===== config.mk =====
export PLATFORM = sky130hd
export DESIGN_NAME = reg_write_arb
export DESIGN_NICKNAME = d
export VERILOG_FILES = /design/src/rtl/reg_write_arb.sv
export SDC_FILE = /design/constraint.sdc
export NUM_CORES = 1
export LEC_CHECK = 0
export CAP_MARGIN = 20
export CORE_MARGIN = 2
export CORE_UTILIZATION = 35
export DETAILED_ROUTE_END_ITERATION = 8
export GPL_ROUTABILITY_DRIVEN = 0
export HOLD_SLACK_MARGIN = 0.05
export MAX_ROUTING_LAYER = met4
export PLACE_DENSITY = 0.61
export SETUP_SLACK_MARGIN = 0.3
export SLEW_MARGIN = 20
export SYNTH_ARGS = -nofsm -noshare
export SYNTH_HDL_FRONTEND = slang
export SYNTH_SLANG_ARGS = --single-unit

===== constraint.sdc =====
create_clock -name clk_i -period 2.4 [get_ports clk_i]
set_clock_uncertainty 0.05 [all_clocks]
set_input_delay 0.48 -clock clk_i [delete_from_list [all_inputs] [get_ports clk_i]]
set_output_delay 0.48 -clock clk_i [all_outputs]
set_load 0.05 [all_outputs]

===== src/rtl/reg_write_arb.sv =====
// reg_write_arb
//   Merges two register-file writeback streams (A = ALU, B = load) onto a
//   single register-file write port. Each requester owns a one-entry holding
//   buffer. Ready depends only on registered state, so there is no
//   combinational path from valid to ready.
//
//   Arbitration when both buffers are full:
//     - equal addresses   : the older entry wins, so write-after-write order holds
//     - different address : round-robin on a 1-bit pointer, or B always wins
//                           when REG_WRITE_ARB_FIXED_PRIO_EN is defined
//   A lone full buffer is always granted.
//
// Ports
//   clk_i, rst_n_i           clock, asynchronous active-low reset
//   valid_a_i/addr_a_i/data_a_i, ready_a_o   requester A handshake
//   valid_b_i/addr_b_i/data_b_i, ready_b_o   requester B handshake
//   write_en_o/waddr_o/data_in_o             register-file write port
//   busy_o                   high while either buffer holds an entry
//
// Configuration macro: REG_WRITE_ARB_FIXED_PRIO_EN (B wins contention)
module reg_write_arb #(
   parameter int W = 8,
   parameter int D = 2
) (
   input  logic         clk_i,
   input  logic         rst_n_i,
   input  logic         valid_a_i,
   input  logic [D-1:0] addr_a_i,
   input  logic [W-1:0] data_a_i,
   output logic         ready_a_o,
   input  logic         valid_b_i,
   input  logic [D-1:0] addr_b_i,
   input  logic [W-1:0] data_b_i,
   output logic         ready_b_o,
   output logic         write_en_o,
   output logic [D-1:0] waddr_o,
   output logic [W-1:0] data_in_o,
   output logic         busy_o
);

   logic         full_a_q, full_a_d;
   logic         full_b_q, full_b_d;
   logic [D-1:0] addr_a_q, addr_b_q;
   logic [W-1:0] data_a_q, data_b_q;
   logic         a_older_q, a_older_d;

   logic both_full, same_addr;
   logic grant_a, grant_b;
   logic load_a, load_b;
   logic retain_a, retain_b;

   assign both_full = full_a_q & full_b_q;
   assign same_addr = (addr_a_q == addr_b_q);

`ifdef REG_WRITE_ARB_FIXED_PRIO_EN
   // B wins contention unless A holds the older write to the same register.
   assign grant_a = both_full ? (same_addr & a_older_q) : full_a_q;
`else
   // ptr_q: 0 = A has priority on the next contended grant, 1 = B.
   logic ptr_q, ptr_d;

   assign grant_a = both_full ? (same_addr ? a_older_q : ~ptr_q) : full_a_q;

   always_comb begin
      ptr_d = ptr_q;
      if (both_full) ptr_d = grant_a;
   end

   always_ff @(posedge clk_i or negedge rst_n_i) begin
      if (!rst_n_i) ptr_q <= 1'b0;
      else          ptr_q <= ptr_d;
   end
`endif

   assign grant_b = full_b_q & ~grant_a;

   assign ready_a_o = ~full_a_q | grant_a;
   assign ready_b_o = ~full_b_q | grant_b;

   assign load_a = valid_a_i & ready_a_o;
   assign load_b = valid_b_i & ready_b_o;

   // A buffer that stays full without being granted keeps its old entry and
   // is therefore older than anything loaded alongside it.
   assign retain_a = full_a_q & ~grant_a;
   assign retain_b = full_b_q & ~grant_b;

   assign full_a_d = load_a | retain_a;
   assign full_b_d = load_b | retain_b;

   always_comb begin
      a_older_d = 1'b1;
      if (retain_a && retain_b) a_older_d = a_older_q;
      else if (retain_b)        a_older_d = 1'b0;
   end

   always_ff @(posedge clk_i or negedge rst_n_i) begin
      if (!rst_n_i) begin
         full_a_q  <= 1'b0;
         full_b_q  <= 1'b0;
         addr_a_q  <= '0;
         addr_b_q  <= '0;
         data_a_q  <= '0;
         data_b_q  <= '0;
         a_older_q <= 1'b1;
      end else begin
         full_a_q  <= full_a_d;
         full_b_q  <= full_b_d;
         a_older_q <= a_older_d;
         if (load_a) begin
            addr_a_q <= addr_a_i;
            data_a_q <= data_a_i;
         end
         if (load_b) begin
            addr_b_q <= addr_b_i;
            data_b_q <= data_b_i;
         end
      end
   end

   assign write_en_o = full_a_q | full_b_q;
   assign busy_o     = full_a_q | full_b_q;

   always_comb begin
      waddr_o   = '0;
      data_in_o = '0;
      if (grant_a) begin
         waddr_o   = addr_a_q;
         data_in_o = data_a_q;
      end else if (grant_b) begin
         waddr_o   = addr_b_q;
         data_in_o = data_b_q;
      end
   end

endmodule


==> results.md, run 1 <==
* Share of layout cells above drive strength 1 at about 51%
* Worst path required time at around 1900 ps
* Detail Route Antenna Nets at 0
* Iter 0 DRT Violations at 22
* Measured slew at the worst slew-check pin at 566 ps
* Routed WL per cell at 16.2 um
* Post-DP HPWL at about 2.1 mm
* Most frequent cells in the layout: dfrtp_1 (23), clkdlybuf4s50_1 (23), nand2_1 (21), buf_12 (13)
* Hold Vio Cnt, Final at 0
* Failing checks: setup timing
* CTS Sinks at 24
* Critical Path, Cell by Cell: xor2_2, or2_4, o211a_4, buf_12, o22ai_4, buf_6
* Final count of pins violating max slew at 0
* FF+latch count, synth at 24
* Max Fclk at around 0.4 GHz
* Die Ht at 62.3 um
* Hold crit path type: primary input to async pin
* Final WL at between 3 and 4 mm
* Ports at 38
* Mapped Cells at around 100
* Worst skew pair latency at approximately 310 ps
* First-pass GRT wire length at approximately 5.3 mm
* Residual DRC at 0
* Initial core utilization at approximately 36%
* Initial antenna violation count at 0
* Vias at between 1000 and 1500
* H-tree Lvls at 1
* Post-layout util at between 60% and 70%
* Net count, final at ~190
* Mapped Area at approximately 0.0012 mm2
* # setup viols final at 10
* Critical Path End Type: output port
* Rel. slew slack at between 60 and 70%
* Vias per std cell at 4.98
* Start point of the critical path: addr_b_q[0]
* Slowest stage delay, CP at 430 ps
* Filler Cells Inserted at 255
* Final Worst Setup Slack at -95.3 ps
* Area grow syn2layout at 87.3%
* Longest Clk Path Bufs at 2
* Chip Width at roughly 62 um
* Gr ovfl total at 0
* Tmin final at 2500 ps
* Syn_area_per_cell at ~11 um2
* Seq/Total Area, Yosys at around half
* Pin count of the biggest net entering global routing at 25
* Gr usage total at a little under a fifth
* Drt pass-1 iters at 5
* YS warnings at 0
* Critical path type: register to output port
* Crit-path slowest cell: dfrtp_1
* Critical path fanouts, max at 6
* Outcome: finished, violations left
* Clk pin slew, worst setup/hold paths at ~140 ps
* Final period util at 104%
* Max-Cap Viols at 0
* Crit path max-delay family: flip-flops
* CTS tree: built
* Yosys top cell area share at just under 50%
* Rows at 21
* Worst Path Buf+Inv at 2
* Core Footprint at 0.00331 mm2
* Worst R2R Start: addr_b_q[0]
* DIE AREA at a little under 0.004 mm2
* Worst hold slack at approximately 460 ps
* Synth cell types at 25
* Top cells by area, synth: dfrtp_1 (48%), mux2_2 (19%), nand2_1 (6.9%), o22ai_1 (5.3%), dfstp_2 (2.2%)
* Post-CTS Hold Fix Bufs at 0
* Num CTS Buffers at 3
* Vias in the first global route at between 1000 and 1500
* Crit start category: register
* Post-synth top area cell: dfrtp_1
* RSZ-0062 raised after global routing: true
* Port bufs at 37
* Clock root buffer: clkbuf_4
* Setup_tns at -826 ps
* Arr. time, crit path at 1970 ps
* Syn_nets at 128
* Antenna diodes at 0
path summary, 6_finish.rpt:
check	endpoint	slack, ps	cells after the start
min	addr_b_q[1]	460	2
max reg2reg	data_b_q[0]	280	8
min reg2reg	data_a_q[2]	470	1
min in group clk_i	data_a_q[2]	470	1
max	data_in_o[0]	-100	6
max in group asynchronous	a_older_q	1560	2
state kept, by name (all words and copies together), names as in the netlist:
register	cells
addr_a_q	2
data_b_q	8
ptr_q	1
a_older_q	1
full_a_q	1
data_a_q	8
addr_b_q	2
full_b_q	1
area by class of cell:
type / instances / area (um2) / share of cell area, %
clock buffer: 3 / 22.5 / 1.01
clock inverter: 1 / 30.0 / 1.35
inverter: 1 / 3.75 / 0.169
multi-input combinational: 75 / 826 / 37.1
sequential: 24 / 602 / 27.0
tap: 46 / 57.6 / 2.59
timing repair buffer: 56 / 684 / 30.7
synthesized netlist by cell type (all sizes together):
library cell / count
nand2b: 2
nor3: 1
o21a: 2
o211a: 1
dfrtp: 23
a31oi: 1
a311o: 1
mux2: 20
buf: 3
dfstp: 1
or2: 2
o22ai: 10
nor2: 1
or4: 1
o21ai: 3
o311ai: 1
xor2: 2
and2: 1
o211ai: 3
clkbuf: 2
nand2: 22
inv: 1
through the flow:
step / area (um2) / instances / setup slack (ps)
after floorplan: 1360 / 104 / 130
after global placement: 1880 / 186 / 23.1
after detailed placement: 1880 / 186 / 0.507
after CTS: 2190 / 204 / -105
after global routing: 2230 / 206 / -174
final: 2230 / 206 / -95.3
timing repair:
action / in CTS / in global routing
endpoints found under the setup margin: 14 / 34
buffers inserted: 13 / 1
gates cloned: 1 / 1
endpoints found under the hold margin: 0 / 0
resized for setup: 33 / 5
pin swaps: 9 / 3
worst register-to-register path, stage by stage (launching register included):
cell      delay, ps
dfrtp_1         430
xor2_2          220
or2_4           270
buf_6           130
buf_6           120
buf_6           110
o211ai_4        190
buf_12          180
mux2_4          310
metal layers:
metal	share of wire [%]	GRT usage [%]	vias to the layer above
met2	51	30.6	18
met4	0.81	6.39	0
met5	0	-	-
met1	46	22.3	511
li1	-	-	494
met3	2.9	3.26	2
cell families after synthesis:
kind of cell,synth area share (%)
AOI/OAI and AO/OA,15.6
xor gates and xnor gates,1.47
buffers and inverters,2.42
DFF,50.6
muxes,18.9
and+or+nand+nor,10.9
Power of run 1 is left out: the tool's default activity adds up to more than one toggle a clock period on the data nets, which glitch-free logic cannot reach.
==> run 2: changes to the inputs <==
ABC_AREA = 1   (was default)
SLEW_MARGIN = default   (was 20)
==> run 2 against run 1 <==
Compared with the run above: the run now ends clean; sequential share of layout area increased by 3.6 points; count of clock-buffer cells in the layout increased by 1; cell count increased by 17%; non-clock buffer count decreased by 6; register-to-register slack improved by 320 ps; via count increased by 13%; critical path depth increased by 2; maximum frequency increased by 9.1%; hold slack about the same; die area decreased by 0.69%; setup slack improved by 210 ps; sequential cell count unchanged; highest routed layer unchanged.
==> results.md, run 2 <==
* Outcome: finished clean
* Syn_nets at 172
* Int Pwr at roughly 1.6 mW
* Core Footprint at approximately 0.0033 mm2
* Pin count of the biggest net entering global routing at 25
* Longest Clk Path Bufs at 2
* Mapped Area at between 0.001 and 0.0015 mm2
* Final count of pins violating max slew at 0
* Switching power at ~1.5 mW
* Die Ht at ~62 um
* Chip Width at 62.1 um
* Clk network pwr share at roughly 6.8%
* Post-synth top area cell: dfrtp_1
* Worst R2R Start: addr_a_q[0]
* Top-count cell post-synth: nand2_1
* Hold crit path type: primary input to async pin
* Iter 0 DRT Violations at 26
* Max-Cap Viols at 0
* Start point of the critical path: addr_a_q[0]
* Final instance area at about 0.0020 mm2
* Metal-1 WL at 1.38 mm
* Critical Path End Type: output port
* Net count, final at between 200 and 250
* Synth cell types at 16
* Post-placement cell area at around 0.0017 mm2
* Critical path fanouts, max at 7
* Detail Route Antenna Nets at 0
* Drt pass-1 iters at 4
* Total power at approximately 3.1 mW
* FF+latch count, synth at 24
* Rows at 21
* Worst hold slack at 460 ps
* Arr. time, crit path at between 1500 and 2000 ps
* YS warnings at 0
* Measured slew at the worst slew-check pin at around 500 ps
* Rel. slew slack at 67.7%
* Port bufs at 37
* WL met3 at between 150 and 200 um
* Area grow syn2layout at 66.3%
* Worst path required time at roughly 1900 ps
* # setup viols final at 0
* H-tree Lvls at 1
* Worst vdd ir at between 0.001 and 0.0015 V
* Clock root buffer: clkbuf_4
* Final period util at between 90% and 100%
* Initial core utilization at a little over a third
* Ports at 38
* Uppermost layer routed: met4
* Post-synth EDFFs at 0
* Clk pin slew, worst setup/hold paths at between 100 and 150 ps
* Worst skew pair latency at between 300 and 400 ps
* Fraction of registers with async set/reset at 100%
* Share of layout cells above drive strength 1 at between 30% and 40%
* PwrDens at between 1500 and 2000 mW/mm2
* Syn_area_per_cell at about 8 um2
* Sw frac at between 40% and 50%
* Lkg Pwr at ~0.95 nW
* Finished Layout Cells at between 200 and 250
* Final WL at between 3 and 4 mm
* Max Fclk at around 0.44 GHz
* Top cells by area, synth: dfrtp_1 (49%), nand2_1 (18%), nand3_1 (17%), nand2_2 (3.2%), dfstp_2 (2.2%)
* Vias at between 1000 and 1500
* Num CTS Buffers at 3
* Critical path type: register to output port
* Post-DP HPWL at about 2.1 mm
* Placed cell count at about 230
* Initial antenna violation count at 0
* Reg power frac at a little under a quarter
* First-pass GRT wire length at between 4 and 5 mm
* Vias in the first global route at roughly 1100
* Most frequent cells in the layout: nand2_1 (45), nand3_1 (27), dfrtp_1 (23), clkdlybuf4s50_1 (23), nand2_2 (17)
* Gr usage total at roughly 18%
* Mapped Cells at between 100 and 150
* Vias per std cell at 4.80
* Residual DRC at 0
* Crit start category: register
* Seq/Total Area, Yosys at 51.0%
* DIE AREA at approximately 0.0039 mm2
* Routed WL per cell at around 13 um
* Yosys top cell area share at between 40% and 50%
* Combinational fraction of design power at between 70% and 80%
* Tmin final at about 2300 ps
* Gr ovfl total at 0
* CTS tree: built
* Top flop regs: data_a_q: 8 flops, data_b_q: 8 flops
* Commonest non-fill, non-tap cell in the layout: nand2_1
* Post-layout util at 59.7%
* Metal2 WL at 1.65 mm
* CTS Sinks at 24
* RSZ-0062 raised after global routing: true
* Top cells by count, synth: nand2_1 (58), nand3_1 (41), dfrtp_1 (23), inv_1 (6), nand2_2 (6)
* Antenna diodes at 0
* Hold Vio Cnt, Final at 0
* Top FF cell, synth: dfrtp_1
## run 2: what timing repair did
item                       CTS  global route
hold buffers                 0             0
gates cloned                 1             0
gates resized for setup     29             9
setup buffers                6             1
setup endpoints to repair   13            12
pin swaps                   12            11
## run 2: layer usage
layer / vias up / global-route usage (%)
li1: 575 / -
met1: 545 / 23.2
met2: 32 / 30.2
met3: 4 / 2.28
met4: 0 / 6.08
met5: - / -
## run 2: power groups by stage
stage          sequential [mW]  clock [mW]  combinational, mW
2_1_floorplan            0.655           0               1.06
3_3_place_gp             0.685           0               1.81
3_5_place_dp             0.685           0               1.82
4_1_cts                  0.688       0.215               2.12
5_1_grt                  0.721       0.230               2.33
6_report                 0.703       0.210               2.20
## run 2: per-stage QoR
stage	setup TNS (ps)	worst slack, ps
final	0	112
after CTS	0	139
after global placement	0	336
after floorplan	0	438
after detailed placement	0	280
after global routing	-38.4	-13.0
## run 2: worst max-delay path, cell delays in order (launching register included)
cell and delay [ps]:
dfrtp_1 430, xnor2_2 220, nand2_2 80, nand2_2 90, nand3_4 150, nand2_4 130
nand3_1 100, nand2_2 110, buf_12 140
## run 2: kinds of logic after synthesis
| logic type | after synthesis | synth area share [%] |
|---|---|---|
| buf+inv | 14 | 6.36 |
| flops | 24 | 51.0 |
| compound gates | 1 | 0.424 |
| simple gates | 108 | 41.5 |
| xor+xnor | 1 | 0.742 |
## run 2: path summary, 6_finish.rpt
path                                     to  slack (ps)  cells past startpoint
worst max register to register  data_a_q[0]         600                     10
worst max-delay path             waddr_o[0]         110                      8
max in group asynchronous         a_older_q        1550                      2
min in group clk_i              data_a_q[0]         460                      2
worst min-delay path               full_b_q         460                      2
worst min register to register  data_a_q[0]         460                      2
## run 2: cell type report
cell class                      count  area, um2
Clock buffer                        4       36.3
Multi-Input combinational cell    111        651
Inverter                            6       22.5
Timing Repair Buffer               50        593
Fill cell                         303       1320
Tap cell                           46       57.6
Sequential cell                    24        602
(Power assumes the default switching activity.)
==> run 3: changes to the inputs <==
CORE_UTILIZATION = 45   (was 35)
PLACE_DENSITY = 0.76   (was 0.61)
==> run 3 against run 2 <==
Compared with the run above: register-to-register slack worse by 80 ps; clock power is 2% higher; maximum frequency is 2.3% lower; non-clock buffer count is 2 lower; setup slack worse by 54 ps; die area is 21% lower; sequential power hardly changed; sequential share of layout area is 0.50 points higher; cell count is 7.5% lower.
==> results.md, run 3 (synthesized netlist as in run 2, its figures left out) <==
* Setup_tns at 0 ps
* Post-CTS Hold Fix Bufs at 0
* Gr usage total at between 20% and 30%
* Most frequent cells in the layout: nand2_1 (45), nand3_1 (25), clkdlybuf4s50_1 (23), dfrtp_1 (22)
* Hold depth at 2
* Gr ovfl total at 0
* Iter 0 DRT Violations at 25
* Residual DRC at 0
* Commonest non-fill, non-tap cell in the layout: nand2_1
* Worst R2R Start: addr_a_q[0]
* Routed WL per cell at between 10 and 15 um
* RSZ-0062 raised after global routing: true
* Hold crit path type: register to register
* PwrDens at between 1500 and 2000 mW/mm2
* Rows at 18
* Combinational fraction of design power at 70.6%
* Worst hold endpoint: data_b_q[6]
* Clk network pwr share at a little under 7%
* CTS Sinks at 24
* H-tree Lvls at 1
* Worst path required time at 1870 ps
* Net count, final at between 200 and 250
* Vias in the first global route at 1222
* Final WL at 3.25 mm
* Critical path fanouts, max at 5
* Clk pin slew, worst setup/hold paths at 130 ps
* Placed cell count at around 210
* Measured slew at the worst slew-check pin at slightly below 500 ps
* Rel. slew slack at between 60 and 70%
* HP Start: data_b_q[6]
* Port bufs at 37
* Drt pass-1 iters at 4
* Tmin final at approximately 2300 ps
* Outcome: finished clean
* Core Footprint at around 0.0025 mm2
* Switching power at ~1.5 mW
* Detail Route Antenna Nets at 0
* # setup viols final at 0
* Reg2Reg Depth at 10
* Top flop regs: data_a_q: 8 flops, data_b_q: 8 flops
* Crit start category: register
* Final count of pins violating max slew at 0
* Area grow syn2layout at 63.9%
* Hold Vio Cnt, Final at 0
* Final period util at 97.6%
* Initial antenna violation count at 0
* Pin count of the biggest net entering global routing at 25
* Worst skew pair latency at approximately 320 ps
* Int Pwr at 1.60 mW
* Multi-input gate area at ~660 um2
* CTS tree: built
* Worst hold slack at around 450 ps
* Critical path type: register to output port
* R2R Setup Slk at 520 ps
* Clock root buffer: clkbuf_4
* Num CTS Buffers at 3
* Post-placement cell area at 0.00169 mm2
* Filler Cells Inserted at about 170
* Initial core utilization at 47.6%
* Max Fclk at 0.427 GHz
* Reg area at 603 um2
* Final instance area at a little under 0.002 mm2
* Reg power frac at around 23%
* Worst vdd ir at around 0.0014 V
* Sw frac at approximately 49%
* Post-DP HPWL at 2.09 mm
* Share of layout cells above drive strength 1 at a little under two fifths
* Arr. time, crit path at about 1800 ps
* Lkg Pwr at between 0.9 and 1 nW
* Max-Cap Viols at 0
* Antenna diodes at 0
* Finished Layout Cells at around 220
* Chip Width at 55.2 um
* Die Ht at roughly 55 um
* Vias per std cell at roughly 5.4
* Vias at ~1200
* First-pass GRT wire length at approximately 5.4 mm
* Ports at 38
* Critical Path End Type: output port
* RR Endpoint: addr_a_q[0]
* Longest Clk Path Bufs at 2
* DIE AREA at ~0.003 mm2
* Dpl ws at 390 ps
* Final Worst Setup Slack at 57.6 ps
[run 3: cell count changes in the layout (fill, tap and decap cells not counted), sizes merged]
cell  change
buf       -2
[run 3: final cells by class]
type                       instances  share of cell area [%]
multi-input combinational        111                    34.0
timing repair buffer              48                    29.9
clock buffer                       4                    1.88
tap                               30                    1.94
inverter                           6                    1.16
sequential                        24                    31.2
[run 3: what timing repair did]
action / CTS / global route
pin swaps: 4 / 2
gates cloned: 2 / 0
resized for setup: 31 / 12
setup endpoints to repair: 13 / 12
buffers inserted: 4 / 1
[run 3: power groups by stage]
stage | Sequential, mW | Clock [mW] | Combinational (mW)
floorplan | 0.655 | 0 | 1.06
global placement | 0.677 | 0 | 1.80
detailed placement | 0.683 | 0 | 1.83
CTS | 0.691 | 0.217 | 2.10
global route | 0.719 | 0.236 | 2.32
finish | 0.704 | 0.214 | 2.21
[run 3: stage by stage]
step | utilization, % | total power, mW
after CTS | 76.2 | 3.01
after global placement | 68.3 | 2.47
after floorplan | - | 1.72
final | 78.1 | 3.12
after global routing | 78.1 | 3.27
after detailed placement | 68.3 | 2.51
[run 3: worst max path at each step]
stage | to | slack [ps] | cells after the start | start
floorplan | data_in_o[0] | 440 | 6 | addr_b_q[0]
global placement | data_in_o[2] | 480 | 7 | addr_b_q[0]
detailed placement | data_in_o[1] | 390 | 7 | addr_b_q[0]
CTS | data_in_o[1] | 130 | 8 | addr_b_q[0]
global route | data_in_o[2] | -6 | 8 | addr_a_q[0]
finish | data_in_o[2] | 60 | 7 | addr_a_q[0]
[run 3: layer usage]
layer	vias to the layer above	part of all wire (%)	global-route usage [%]	wire length, um
li1	569	-	-	-
met1	576	42	28.1	1360
met2	48	51	37.6	1650
met3	10	4.2	2.34	135
met4	0	3.4	13.6	110
met5	-	0	-	0
[run 3: critical path, stage by stage (launching register included)]
cell and delay, ps:
dfrtp_1 460, xnor2_2 230, nand3_2 180, nand3_4 150, buf_6 150, nand3_1 90, nand2_2 110, buf_12 140
